<file path="src/rtl/rr_index_arbiter.sv">
// Round-robin arbiter over 16 request lines; issues the winner as a 4-bit index
// with an offer/accept handshake and held grant. Optional watchdog: ARB_TIMEOUT_EN.
module rr_index_arbiter #(
  parameter int TIMEOUT = 15
) (
  input  logic        clk,
  input  logic        rst,
  input  logic [15:0] req,
  input  logic        gnt_ready,
  input  logic        done,
  output logic        gnt_valid,
  output logic [3:0]  gnt_idx,
  output logic        gnt_active,
  output logic        tout
);

  typedef enum logic [1:0] {IDLE, ISSUE, HOLD} state_t;

  state_t      state_reg, state_next;
  logic [3:0]  ptr_reg, ptr_next;
  logic [3:0]  idx_reg, idx_next;
  logic        tout_reg, tout_next;
  logic        timeout_hit;

  // Requests at or above the pointer win first; otherwise wrap to the lowest set bit.
  logic [15:0] upper_req;
  genvar gi;
  generate
    for (gi = 0; gi < 16; gi++) begin : g_upper
      assign upper_req[gi] = req[gi] & (4'(gi) >= ptr_reg);
    end
  endgenerate

  logic [3:0] upper_idx, any_idx, sel_idx;
  logic       upper_hit;

  always_comb begin
    upper_idx = 4'd0;
    upper_hit = 1'b0;
    any_idx   = 4'd0;
    // Descending scan so the lowest matching index is the one left standing.
    for (int i = 15; i >= 0; i--) begin
      if (upper_req[i]) begin
        upper_idx = 4'(i);
        upper_hit = 1'b1;
      end
      if (req[i]) begin
        any_idx = 4'(i);
      end
    end
    sel_idx = upper_hit ? upper_idx : any_idx;
  end

`ifdef ARB_TIMEOUT_EN
  logic [7:0] wd_reg, wd_next;

  always_comb begin
    wd_next     = (state_reg == HOLD) ? wd_reg + 8'd1 : 8'd0;
    timeout_hit = (state_reg == HOLD) && !done && (wd_reg + 8'd1 == 8'(TIMEOUT));
  end

  always_ff @(posedge clk or posedge rst) begin
    if (rst) begin
      wd_reg <= 8'd0;
    end else begin
      wd_reg <= wd_next;
    end
  end
`else
  assign timeout_hit = 1'b0;
`endif

  always_comb begin
    state_next = state_reg;
    ptr_next   = ptr_reg;
    idx_next   = idx_reg;
    tout_next  = 1'b0;
    case (state_reg)
      IDLE: begin
        if (|req) begin
          idx_next   = sel_idx;
          state_next = ISSUE;
        end
      end
      ISSUE: begin
        if (gnt_ready) begin
          state_next = HOLD;
        end
      end
      HOLD: begin
        // done outranks the watchdog, so tout only fires on a forced release.
        if (done || timeout_hit) begin
          state_next = IDLE;
          ptr_next   = idx_reg + 4'd1;
          tout_next  = timeout_hit;
        end
      end
      default: begin
        state_next = IDLE;
      end
    endcase
  end

  always_ff @(posedge clk or posedge rst) begin
    if (rst) begin
      state_reg <= IDLE;
      ptr_reg   <= 4'd0;
      idx_reg   <= 4'd0;
      tout_reg  <= 1'b0;
    end else begin
      state_reg <= state_next;
      ptr_reg   <= ptr_next;
      idx_reg   <= idx_next;
      tout_reg  <= tout_next;
    end
  end

  assign gnt_valid  = (state_reg == ISSUE);
  assign gnt_active = (state_reg == HOLD);
  assign gnt_idx    = idx_reg;
  assign tout       = tout_reg;

endmodule

</file>
<file path="config.mk">
export PLATFORM = sky130hd
export DESIGN_NAME = rr_index_arbiter
export DESIGN_NICKNAME = d
export VERILOG_FILES = /design/src/rtl/rr_index_arbiter.sv
export SDC_FILE = /design/constraint.sdc
export NUM_CORES = 1
export LEC_CHECK = 0
export ABC_AREA = 1
export CORE_MARGIN = 5
export CORE_UTILIZATION = 53
export CTS_CLUSTER_DIAMETER = 100
export DETAILED_ROUTE_END_ITERATION = 7
export GPL_ROUTABILITY_DRIVEN = 0
export MAX_ROUTING_LAYER = met4
export PLACE_DENSITY = 0.91
export SETUP_SLACK_MARGIN = 0.3
export SYNTH_ARGS = -nofsm -noshare
export SYNTH_HDL_FRONTEND = slang
export SYNTH_SLANG_ARGS = --single-unit
export TNS_END_PERCENT = 20
</file>
<file path="constraint.sdc">
create_clock -name clk -period 3.71 [get_ports clk]
set_input_delay 0.5565 -clock clk [delete_from_list [all_inputs] [get_ports clk]]
set_output_delay 0.5565 -clock clk [all_outputs]
set_load 0.01 [all_outputs]
</file>
-- After elaboration in Yosys (flattened, before gate mapping)
Cells that the tools add are included.
- bits of input ports: 20
- bits in registers: 10
- logic and storage cells: 99
- output and inout port bits: 7
- add/subtract/negate cells: 1
- bitwise gates (word level): 16
- reduce and logical (&&, ||, !) cells: 5
- eq/ne operators: 5
- muxes and demuxes: 53
- $lt $le $gt $ge: 16
- operator list (kind ; number):
    two-way mux 4 bit ; 33
    greater-or-equal comparator 4 bit (first input constant) ; 8
    bitwise AND 1 bit ; 16
    greater-or-equal comparator 3 x 4 -> 1 bit (first input constant) ; 4
    two-way mux 1 bit ; 16
    OR reduction 16 bit ; 1
    greater-or-equal comparator 1 x 4 -> 1 bit (first input constant) ; 2
    greater-or-equal comparator 2 x 4 -> 1 bit (first input constant) ; 2
    two-way mux 2 bit ; 3
    != test 2 bit (second input constant) ; 3
    one-hot mux 2 bit (3 select lines) ; 1
    adder 4 x 1 -> 4 bit (second input constant) ; 1
    AND reduction 2 bit ; 2
    AND reduction 3 bit ; 1
    == test 2 x 1 -> 1 bit (second input constant) ; 1
    == test 2 bit (second input constant) ; 1
    zero test 2 bit ; 1

-- Longest topological paths before layout
- word-level depth: 19
- depth in mapped cells: 17
- depth with buffers taken out: 17

-- Least setup slack after synthesis
OpenSTA, ideal clock, no wires.
- path type: in2reg
- start: in req[15]
- end: reg idx_reg[0] (netlist: gnt_idx[0])
- stages: 8
- arrival time: 1.500 ns
- setup slack: 2.090 ns
- required time: 3.590 ns
- buffers on the path: 0
- library setup time: 0.120 ns
- cell sequence: inv_1 nand2_1 nor4_1 nand2_1 nand3_1 inv_1 nor2_1 a21oi_2
- cells in the longest elaborated chain, start to end: 18
- elaborated cells between the ends (all ways): 52
- those cells by class: 49 x mux; 1 x bitwise; 2 x reduce/logical
- RTL lines (item ; RTL line ; RTL):
    start: declaration ; 8 ; input logic [15:0] req,
    bitwise AND 1 bit ; 30 ; assign upper_req[gi] = req[gi] & (4'(gi) >= ptr_reg);
    two-way mux 4 bit / two-way mux 1 bit (equally long branches) (16 in a row) ; 43 ; if (upper_req[i]) begin
    two-way mux 4 bit ; 51 ; sel_idx = upper_hit ? upper_idx : any_idx;
    end signal: assignment ; 113 ; idx_reg <= idx_next;
    end: declaration ; 21 ; logic [3:0] idx_reg, idx_next;
Several ways; a longest one is shown, not always the timed one.
A chain may end at the register's enable or synchronous reset.

-- Worst setup path in the final report
- start: in req[11]
- end: reg idx_reg[0] (netlist: gnt_idx[0])
- cells in the longest elaborated chain, start to end: 14
- elaborated cells between the ends (all ways): 40
- those cells by class: 37 x mux; 1 x bitwise; 2 x reduce/logical
- RTL lines (item ; RTL line):
    bitwise AND 1 bit ; 30
    two-way mux 4 bit / two-way mux 1 bit (equally long branches) (12 in a row) ; 43
    two-way mux 4 bit ; 51
Several ways; a longest one is shown, not always the timed one.

==> run metrics <==
Synth area leaders=dfrtp_1 (23%), nand2_1 (18%), inv_1 (9.4%); syn nets=192; Reg2Reg Launch Point=ptr_reg[3]$_DFFE_PP0P_; crit path max fanout=6; Unique masters post-synth=35; nets=220; Hold Crit Start=state_reg[0]$_DFFE_PP0P_; fin crit share=0.547; PortBufs=25; initial antenna violation count=0; post-route ant nets=0; core box area=0.00196 mm2; startpoint types=primary input; #FFs+latches synth=10; RSZ-0062 raised after global routing=no; Crit path required time=3.86 ns; top-area cell type share of the netlist area=0.231; Post-synth top cells=nand2_1 (51), inv_1 (27), nor2_1 (15), nand3_1 (14), dfrtp_1 (10); Area Overhead vs Synth=26.6%; CTS H-tree lvls=1; data arrival time of the critical path=2.18 ns; DR pass1 iterations=4; Final Hold Fails=0; Vias=1194; Fin Setup TNS=0 ns; Initial Util=0.552; Internal Power=414 uW; Total GRT Usage=0.205; top_reg_cell synth=dfrtp_1; Logic pwr share=0.622; Die Wd=55.2 um; Leak Pwr=0.000701 uW; vias in the first global route=1110; CTS Buf Count=3; Worst-path clk slew=0.06 ns; clock share of power=0.088; cell with the most instances after synthesis=nand2_1; Avg Cell Area, Syn=6.33 um2; die height=55.2 um; clock skew=0.00326 ns; Netlist Area Pre-Place=0.00108 mm2; first-pass GRT wire length=4.39 mm; share of cells above drive strength 1=0.132; number of gates resized after cts=0; VDD IR-drop max=0.000528 V; Hold Crit Class=reg -> reg; row count=16; status=completed; Setup CP Type=in -> reg; Power Density=580 mW/mm2; CTS tree=built; Antenna Cells=0; Max Cap Violations=0; Via density=5.33; post-synthesis sequential area ratio=0.231; Setup crit start=req[11]; detailed placement HPWL=2.32 mm; CTS Buffer Depth=2; Hold WS=0.498 ns; Setup violations, final=0; Gate Count Post-Synth=171; R2R cell count=10; Worst Setup End Kind=flip-flop; drt drc=0; Tmin final=2.03 ns; Die Footprint=0.00305 mm2; Synth warnings=0; Max Slew Vio Count=0; fmax=493 MHz; Psw=380 uW; switching share of total power=0.479; worst skew pair latency=0.26 ns; clock sinks=10; largest net degree at the start of global routing=11; Seq pwr share=0.290; wire length per cell=12.2 um; ys async rst share=1.00; Post-synth EDFFs=0; I/O Pins=27; drt first-iter violations=34; final WL=2.74 mm; CTS Hold Bufs=0; Yosys top cell by area=dfrtp_1; hold depth=1; postcts setup bufs=0; Root Driver=clkbuf_4; overflow left after global routing=0
==> critical path, stage by stage <==
cell	delay (ns)
clkdlybuf4s50_1	0.46
inv_1	0.11
nand4_1	0.17
nor4_1	0.30
nand2_1	0.10
nand3_1	0.16
inv_1	0.13
nor2_1	0.14
a21oi_2	0.04
==> path summary, 6_finish.rpt <==
| path | endpoint | slack [ns] |
|---|---|---|
| max in group asynchronous | gnt_idx[3]$_DFFE_PP0P_ | 2.88 |
| hold / removal | state_reg[1]$_DFFE_PP0P_ | 0.50 |
| min in group asynchronous | gnt_idx[0]$_DFFE_PP0P_ | 0.56 |
| hold reg to reg | state_reg[1]$_DFFE_PP0P_ | 0.50 |
| setup / recovery | gnt_idx[0]$_DFFE_PP0P_ | 1.68 |
| setup reg to reg | gnt_idx[0]$_DFFE_PP0P_ | 1.86 |
==> power groups by stage <==
stage                     sequential [uW]  clock [uW]  combinational [uW]
final                                 231        69.8                 494
after global routing                  241        80.2                 547
after CTS                             230        71.3                 493
after detailed placement              232           0                 489
after global placement                230           0                 473
after floorplan                       218           0                 346
==> kinds of logic after synthesis <==
| kind of cell | share of synthesized area |
|---|---|
| DFF | 0.231 |
| xor gates and xnor gates | 0.0162 |
| AOI/OAI and AO/OA | 0.181 |
| and+or+nand+nor | 0.437 |
| other | 0.00346 |
| buffers and inverters | 0.119 |
| adders and majority gates | 0.0116 |
==> cells in the final DEF, fill, tap and decap left out <==
master	n
nand2_1	51
inv_1	27
clkdlybuf4s50_1	25
nor2_1	15
nand3_1	14
dfrtp_1	10
o21ai_0	5
a21oi_1	4
a21oi_2	4
a31oi_1	4
o31ai_1	3
o21ai_2	3
clkbuf_4	3
nand4_1	2
o211ai_1	2
nor3_1	2
nand3_2	2
and2_4	2
nand2_4	2
nand2_2	2
nor4_1	1
xnor2_1	1
inv_2	1
o211ai_2	1
nor2_2	1
nor3b_2	1
a21o_1	1
nand3_4	1
nor2_4	1
or2_2	1
clkinv_2	1
o21bai_1	1
xor2_1	1
ha_1	1
conb_1	1
==> stage by stage <==
| stage | utilization | std cells | setup slack, ns | power, uW | instance area [um2] |
|---|---|---|---|---|---|
| 2_1_floorplan | - | 171 | 2.09 | 564 | 1080 |
| 3_3_place_gp | 0.687 | 221 | 1.48 | 703 | 1350 |
| 3_5_place_dp | 0.687 | 221 | 1.44 | 721 | 1350 |
| 4_1_cts | 0.698 | 224 | 1.72 | 795 | 1370 |
| 5_1_grt | 0.698 | 224 | 1.46 | 868 | 1370 |
| 6_report | 0.698 | 224 | 1.68 | 794 | 1370 |
==> layer usage <==
layer  GRT usage  wire [um]  vias up
met3      0.0509        134        2
li1            -          -      604
met4      0.0202         21        0
met1       0.254       1220      548
met5           -          0        -
met2       0.348       1360       40
==> layout make-up <==
cell class / instances / area (um2)
multi-input cells: 130 / 703
well taps: 27 / 33.8
fillers: 188 / 592
inverters: 29 / 110
repair buffers: 25 / 250
clock buffers: 3 / 22.5
flip-flops and latches: 10 / 250
Power figures use the tool's default switching activity.
